===== src/rtl/dose_alarm_controller_if.sv =====
// Signal bundle between the next-pill monitor / button shaper (master) and the
// dose alarm controller (slave). Every input is a level or a one-clk strobe, and no input has backpressure.
interface dose_alarm_controller_if;
    logic       run;
    logic       secondTick;
    logic [3:0] nextPill;
    logic [3:0] hoursUntil;
    logic       ackPulse;
    logic       snoozePulse;
    logic       buzzer;
    logic       alarmLed;
    logic [3:0] activePill;
    logic [7:0] takenCount;
    logic [7:0] missedCount;
    logic       missedEvent;

    modport master (
        output run, secondTick, nextPill, hoursUntil, ackPulse, snoozePulse,
        input  buzzer, alarmLed, activePill, takenCount, missedCount, missedEvent
    );

    modport slave (
        input  run, secondTick, nextPill, hoursUntil, ackPulse, snoozePulse,
        output buzzer, alarmLed, activePill, takenCount, missedCount, missedEvent
    );
endinterface


===== src/rtl/dose_alarm_controller.sv =====
// Dose alarm FSM: rings, snoozes and times out each due dose, and counts taken and missed doses.
// Optional macro ALARM_ESCALATION_EN makes the buzzer chirp with the LED until the first snooze.
module dose_alarm_controller #(
    parameter int         RING_TIMEOUT_S = 300,
    parameter int         SNOOZE_S       = 60,
    parameter int         MAX_SNOOZES    = 3,
    parameter logic [3:0] NO_PILL        = 4'hF
) (
    input  logic                    clk,
    input  logic                    reset,
    dose_alarm_controller_if.slave  bus,
    output logic [1:0]              stateDbg
);
    typedef enum logic [1:0] {IDLE = 2'd0, RINGING = 2'd1, SNOOZE = 2'd2, MISSED = 2'd3} state_t;

    localparam logic [15:0] RING_TC = 16'(RING_TIMEOUT_S);
    localparam logic [15:0] SNOOZE_TC = 16'(SNOOZE_S);
    localparam logic [7:0]  MAX_SNZ = 8'(MAX_SNOOZES);

    state_t      state;
    logic [15:0] timer;
    logic [7:0]  snoozeCnt;
    logic [3:0]  servedId;
    logic        buzzerQ;
    logic        alarmLedQ;
    logic [3:0]  activePillQ;
    logic [7:0]  takenCnt;
    logic [7:0]  missedCnt;
    logic        missedEvtQ;

    logic [15:0] timerNext;
    logic        due;
    logic        ringBuzz;

    assign timerNext = timer + 16'd1;
    assign due = bus.run && (bus.hoursUntil == 4'd0) && (bus.nextPill != NO_PILL);

    // Buzzer value for the ringing cycle after an LED toggle.
`ifdef ALARM_ESCALATION_EN
    assign ringBuzz = (snoozeCnt == 8'd0) ? ~alarmLedQ : 1'b1;
`else
    assign ringBuzz = 1'b1;
`endif

    always_ff @(posedge clk or posedge reset) begin
        if (reset) begin
            state       <= IDLE;
            timer       <= 16'd0;
            snoozeCnt   <= 8'd0;
            servedId    <= NO_PILL;
            buzzerQ     <= 1'b0;
            alarmLedQ   <= 1'b0;
            activePillQ <= NO_PILL;
            takenCnt    <= 8'd0;
            missedCnt   <= 8'd0;
            missedEvtQ  <= 1'b0;
        end else begin
            missedEvtQ <= 1'b0;
            case (state)
                IDLE: begin
                    if (due && (bus.nextPill != servedId)) begin
                        state       <= RINGING;
                        activePillQ <= bus.nextPill;
                        timer       <= 16'd0;
                        snoozeCnt   <= 8'd0;
                        buzzerQ     <= 1'b1;
                        alarmLedQ   <= 1'b1;
                    end
                end
                RINGING: begin
                    if (!bus.run) begin
                        state       <= IDLE;
                        buzzerQ     <= 1'b0;
                        alarmLedQ   <= 1'b0;
                        activePillQ <= NO_PILL;
                    end else if (bus.ackPulse) begin
                        state       <= IDLE;
                        buzzerQ     <= 1'b0;
                        alarmLedQ   <= 1'b0;
                        activePillQ <= NO_PILL;
                        servedId    <= activePillQ;
                        if (takenCnt != 8'hFF) takenCnt <= takenCnt + 8'd1;
                    end else if (bus.snoozePulse && (snoozeCnt < MAX_SNZ)) begin
                        state     <= SNOOZE;
                        snoozeCnt <= snoozeCnt + 8'd1;
                        timer     <= 16'd0;
                        buzzerQ   <= 1'b0;
                        alarmLedQ <= 1'b1;
                    end else if (bus.secondTick) begin
                        timer <= timerNext;
                        if (timerNext == RING_TC) begin
                            state      <= MISSED;
                            missedEvtQ <= 1'b1;
                            buzzerQ    <= 1'b0;
                            alarmLedQ  <= 1'b0;
                            if (missedCnt != 8'hFF) missedCnt <= missedCnt + 8'd1;
                        end else begin
                            alarmLedQ <= ~alarmLedQ;
                            buzzerQ   <= ringBuzz;
                        end
                    end
                end
                SNOOZE: begin
                    if (!bus.run) begin
                        state       <= IDLE;
                        buzzerQ     <= 1'b0;
                        alarmLedQ   <= 1'b0;
                        activePillQ <= NO_PILL;
                    end else if (bus.ackPulse) begin
                        state       <= IDLE;
                        buzzerQ     <= 1'b0;
                        alarmLedQ   <= 1'b0;
                        activePillQ <= NO_PILL;
                        servedId    <= activePillQ;
                        if (takenCnt != 8'hFF) takenCnt <= takenCnt + 8'd1;
                    end else if (bus.secondTick) begin
                        if (timerNext == SNOOZE_TC) begin
                            state     <= RINGING;
                            timer     <= 16'd0;
                            buzzerQ   <= 1'b1;
                            alarmLedQ <= 1'b1;
                        end else begin
                            timer <= timerNext;
                        end
                    end
                end
                MISSED: begin
                    state       <= IDLE;
                    servedId    <= activePillQ;
                    activePillQ <= NO_PILL;
                end
                default: state <= IDLE;
            endcase
            // A nonzero hours value means the dose moved on; rearm so the pill rings again next time.
            if (bus.hoursUntil != 4'd0) servedId <= NO_PILL;
        end
    end

    assign bus.buzzer      = buzzerQ;
    assign bus.alarmLed    = alarmLedQ;
    assign bus.activePill  = activePillQ;
    assign bus.takenCount  = takenCnt;
    assign bus.missedCount = missedCnt;
    assign bus.missedEvent = missedEvtQ;
    assign stateDbg        = state;
endmodule

===== src/flat_wrapper.sv =====
// flat-port wrapper written by rule: the top's interface ports become plain ports
module dose_alarm_controller_flat 
#(
    parameter int         RING_TIMEOUT_S = 300,
    parameter int         SNOOZE_S       = 60,
    parameter int         MAX_SNOOZES    = 3,
    parameter logic [3:0] NO_PILL        = 4'hF
)
  (clk, reset, stateDbg, bus_run, bus_secondTick, bus_nextPill, bus_hoursUntil, bus_ackPulse, bus_snoozePulse, bus_buzzer, bus_alarmLed, bus_activePill, bus_takenCount, bus_missedCount, bus_missedEvent);
  dose_alarm_controller_if bus_i ();
  input  logic clk;
  input  logic reset;
  output logic [1:0] stateDbg;
  input wire logic [$bits(bus_i.run)-1:0] bus_run;
  input wire logic [$bits(bus_i.secondTick)-1:0] bus_secondTick;
  input wire logic [$bits(bus_i.nextPill)-1:0] bus_nextPill;
  input wire logic [$bits(bus_i.hoursUntil)-1:0] bus_hoursUntil;
  input wire logic [$bits(bus_i.ackPulse)-1:0] bus_ackPulse;
  input wire logic [$bits(bus_i.snoozePulse)-1:0] bus_snoozePulse;
  output wire logic [$bits(bus_i.buzzer)-1:0] bus_buzzer;
  output wire logic [$bits(bus_i.alarmLed)-1:0] bus_alarmLed;
  output wire logic [$bits(bus_i.activePill)-1:0] bus_activePill;
  output wire logic [$bits(bus_i.takenCount)-1:0] bus_takenCount;
  output wire logic [$bits(bus_i.missedCount)-1:0] bus_missedCount;
  output wire logic [$bits(bus_i.missedEvent)-1:0] bus_missedEvent;
  assign bus_i.run = bus_run;
  assign bus_i.secondTick = bus_secondTick;
  assign bus_i.nextPill = bus_nextPill;
  assign bus_i.hoursUntil = bus_hoursUntil;
  assign bus_i.ackPulse = bus_ackPulse;
  assign bus_i.snoozePulse = bus_snoozePulse;
  assign bus_buzzer = bus_i.buzzer;
  assign bus_alarmLed = bus_i.alarmLed;
  assign bus_activePill = bus_i.activePill;
  assign bus_takenCount = bus_i.takenCount;
  assign bus_missedCount = bus_i.missedCount;
  assign bus_missedEvent = bus_i.missedEvent;
  dose_alarm_controller #(.RING_TIMEOUT_S(RING_TIMEOUT_S), .SNOOZE_S(SNOOZE_S), .MAX_SNOOZES(MAX_SNOOZES), .NO_PILL(NO_PILL)) u_core (.clk(clk), .reset(reset), .bus(bus_i), .stateDbg(stateDbg));
endmodule

===== config.mk =====
export PLATFORM = sky130hd
export DESIGN_NAME = dose_alarm_controller_flat
export DESIGN_NICKNAME = d
export VERILOG_FILES = /design/src/rtl/dose_alarm_controller_if.sv /design/src/rtl/dose_alarm_controller.sv /design/src/flat_wrapper.sv
export SDC_FILE = /design/constraint.sdc
export NUM_CORES = 1
export LEC_CHECK = 0
export ABC_AREA = 1
export CORE_MARGIN = 2
export CORE_UTILIZATION = 57
export DETAILED_ROUTE_END_ITERATION = 8
export PLACE_DENSITY = 0.88
export RECOVER_POWER = 25
export SLEW_MARGIN = 20
export SYNTH_ARGS = -nofsm -noshare
export SYNTH_HDL_FRONTEND = slang
export SYNTH_SLANG_ARGS = --single-unit
export TNS_END_PERCENT = 100

===== constraint.sdc =====
create_clock -name clk -period 2.76 [get_ports clk]
set_input_delay 0.552 -clock clk [delete_from_list [all_inputs] [get_ports clk]]
set_output_delay 0.552 -clock clk [all_outputs]
set_load 0.01 [all_outputs]

==> out/qor.csv <==
metric,value,unit
leakagePower,1.78,nW
dr_total_vias,3000,
path_depth,8,
multi_input_area,1620,um^2
crit_end,u_core.bus.activePill[0]$_DFFE_PP1P_,
critPathBufInv,2,
syn_nets,443,
syn_area,3200,um^2
place.port_buffers,38,
cts_root_buffer,clkbuf_8,
finalSetupViolCount,0,
rsz0062_at_grt,false,
crit_chain,clkdlybuf4s50_1 -> nor4_4 -> nand4_1 -> nand2_1 -> inv_1 -> a21oi_1 -> o21ai_0 -> o21ai_0,
clk_path_buf_depth,2,
path_clk_slew,0.10,ns
finalMaxSlewViolations,0,
hold_viol,0,
n_fill_cell,468,
die_w,79.0,um
fin_util,0.690,
critPathKind,in -> reg,
grt_pass1_vias,3032,
drive_gt1_frac,0.0853,
rrSetupSlack,0.51,ns
end_kind,flip-flop,
yosysSeqAreaShare,0.417,
dp_hpwl,5.79,mm
syn_to_final_growth,17.9,%
finalSetupTns,0,ns
finalPower,2.54,mW
slowest_delay,0.44,ns
crit_slowest_cell,clkdlybuf4s50_1,
synth.avg_cell_area,7.61,um^2
drv_cap,0,
io_pins,39,
cp.arrival,2.52,ns
antenna_found_initial,0,
cts_sinks,53,
die_area,6230,um^2
yosysWarnings,0,
max_freq,0.437,GHz
track_usage,0.268,
crit_start,bus_hoursUntil[1],
synthCells,421,
antennaDiodeCount,0,
worstPathRequired,2.99,ns
min_period,2.29,ns
start_util,0.585,
initialDrtViolationCount,252,
drtPass1Iterations,4,
cts_tree,yes,
post-route-drc-count,0,
vdd_drop_max,0.000542,V
antenna_left,0,
fin_crit_sh,0.829,
slew_headroom,0.311,
cp-start-kind,primary input,
finClkSkew,0.00681,ns
critical-path-top-delay-family,compound AO/OA/AOI/OAI gates,
cts_setup_buffers,0,
r2r-start,u_core.stateDbg[0]$_DFFE_PP0P_,
grt_max_degree,28,
r2r_cells,9,
cp_max_fo,8,
place_area,3690,um^2
vias_per_cell,5.55,
wl,7.59,mm
die_height,79.0,um
gp_congestion,0.911,
cts_buffers,5,
regArea,1340,um^2
clk_latency,0.31,ns
nNetsFinal,490,
design.core.area,5470,um^2
grt_overflow_total,0,
ctsHoldBuffers,0,
cts_resized,0,
htree_levels,2,
grt_pass1_wl,13.2,mm
wl_per_cell,14.0,um
status,completed,
rows,27,
final_area,3780,um^2
min_path_type,reg -> reg,
yosys.cell_types.count,36,
synth-seq-cells,53,
r2r_end,u_core.bus.takenCount[7]$_DFFE_PP0P_,
power_density,672,nW/um^2
tightest_slew,1.03,ns
critical_path.most_common_cell,o21ai_0,
hold_slack,0.498,ns
## where the power goes
part	switching [mW]	internal, mW
clock network	0.261	0.182
registers	0.109	0.913
logic	0.655	0.420
total	1.03	1.51
## cells by family after synthesis
kind of cell / after synthesis / share of synthesized area
adders and majority gates: 8 / 0.0313
xor gates and xnor gates: 19 / 0.0520
DFF: 53 / 0.417
and+or+nand+nor: 241 / 0.360
buffers and inverters: 63 / 0.0766
AOI/OAI and AO/OA: 37 / 0.0633
## per-stage QoR
| stage | setup WS, ns | cells |
|---|---|---|
| floorplan | 0.850 | 421 |
| global placement | 0.255 | 533 |
| detailed placement | 0.158 | 533 |
| CTS | 0.465 | 541 |
| global route | 0.265 | 541 |
| finish | 0.471 | 541 |
## tightest hold or removal path: stages, from the launching register on
cell     delay, ns
dfrtp_1       0.36
nand2_1       0.05
nand2_1       0.06
## layout make-up
type | instances | share of cell area
multi-input cells | 305 | 0.429
flip-flops and latches | 53 | 0.354
repair buffers | 44 | 0.112
inverters | 59 | 0.0586
well taps | 72 | 0.0239
clock buffers | 6 | 0.0192
clock inverters | 2 | 0.00364
## flip-flops by register name, indices dropped and copies added, names as in the netlist
| name | flops |
|---|---|
| u_core.servedId | 4 |
| u_core.bus.takenCount | 8 |
| u_core.bus.missedEvent | 1 |
| u_core.timer | 16 |
| u_core.bus.activePill | 4 |
| u_core.bus.alarmLed | 1 |
| u_core.bus.buzzer | 1 |
| u_core.bus.missedCount | 8 |
| u_core.stateDbg | 2 |
| u_core.snoozeCnt | 8 |
## cell usage after synthesis, drive strengths merged
cell	n	share of area
o21ai	23	0.036
ha	8	0.031
buf	2	0.0051
nor4	2	0.0086
nand3	48	0.084
nand2	100	0.12
nor3	5	0.0094
inv	59	0.069
dfstp	8	0.066
xor2	16	0.044
clkbuf	2	0.0023
a21oi	7	0.011
xnor2	3	0.0082
o21bai	1	0.0023
and3	1	0.0020
nand4	17	0.033
o2111ai	1	0.0027
o21a	1	0.0023
a31oi	2	0.0039
nand3b	2	0.0047
a22oi	1	0.0023
and2	1	0.0020
o311ai	1	0.0027
nor2	65	0.093
dfrtp	45	0.35
## placed cells by master (no fill, tap or decap), drive strengths merged
cell type and count:
nor4 2, and2 1, xnor2 3, nand2 100, a22oi 1, clkinv 1, a31oi 2, o21bai 1
o21ai 23, ha 8, nand3 48, nand4 17, o311ai 1, buf 5, o21a 1, nand3b 2
a21oi 7, dlygate4sd3 1, xor2 16, nor3 5, o2111ai 1, clkbuf 7, nor2 65, clkdlybuf4s50 37
dfrtp 45, and3 1, dfstp 8, inv 60
## how the worst min path moves through the flow
stage                                               start  slack (ns)                               to  cells past startpoint
after global routing      u_core.snoozeCnt[3]$_DFFE_PP0P_        0.52  u_core.snoozeCnt[3]$_DFFE_PP0P_                      2
after floorplan           u_core.snoozeCnt[4]$_DFFE_PP0P_        0.46  u_core.snoozeCnt[4]$_DFFE_PP0P_                      2
after detailed placement    u_core.bus.buzzer$_DFFE_PP0P_        0.48    u_core.bus.buzzer$_DFFE_PP0P_                      2
final                       u_core.bus.buzzer$_DFFE_PP0P_        0.50    u_core.bus.buzzer$_DFFE_PP0P_                      2
after global placement    u_core.snoozeCnt[5]$_DFFE_PP0P_        0.47  u_core.snoozeCnt[5]$_DFFE_PP0P_                      2
after CTS                 u_core.snoozeCnt[2]$_DFFE_PP0P_        0.50  u_core.snoozeCnt[2]$_DFFE_PP0P_                      2
## layer usage
metal	vias to the layer above	wire, um	global-route usage
met5	-	0	0
met1	1419	3150	0.338
met3	21	440	0.0398
li1	1449	-	-
met2	111	3810	0.466
met4	0	191	0.107
Power figures use the tool's default switching activity.
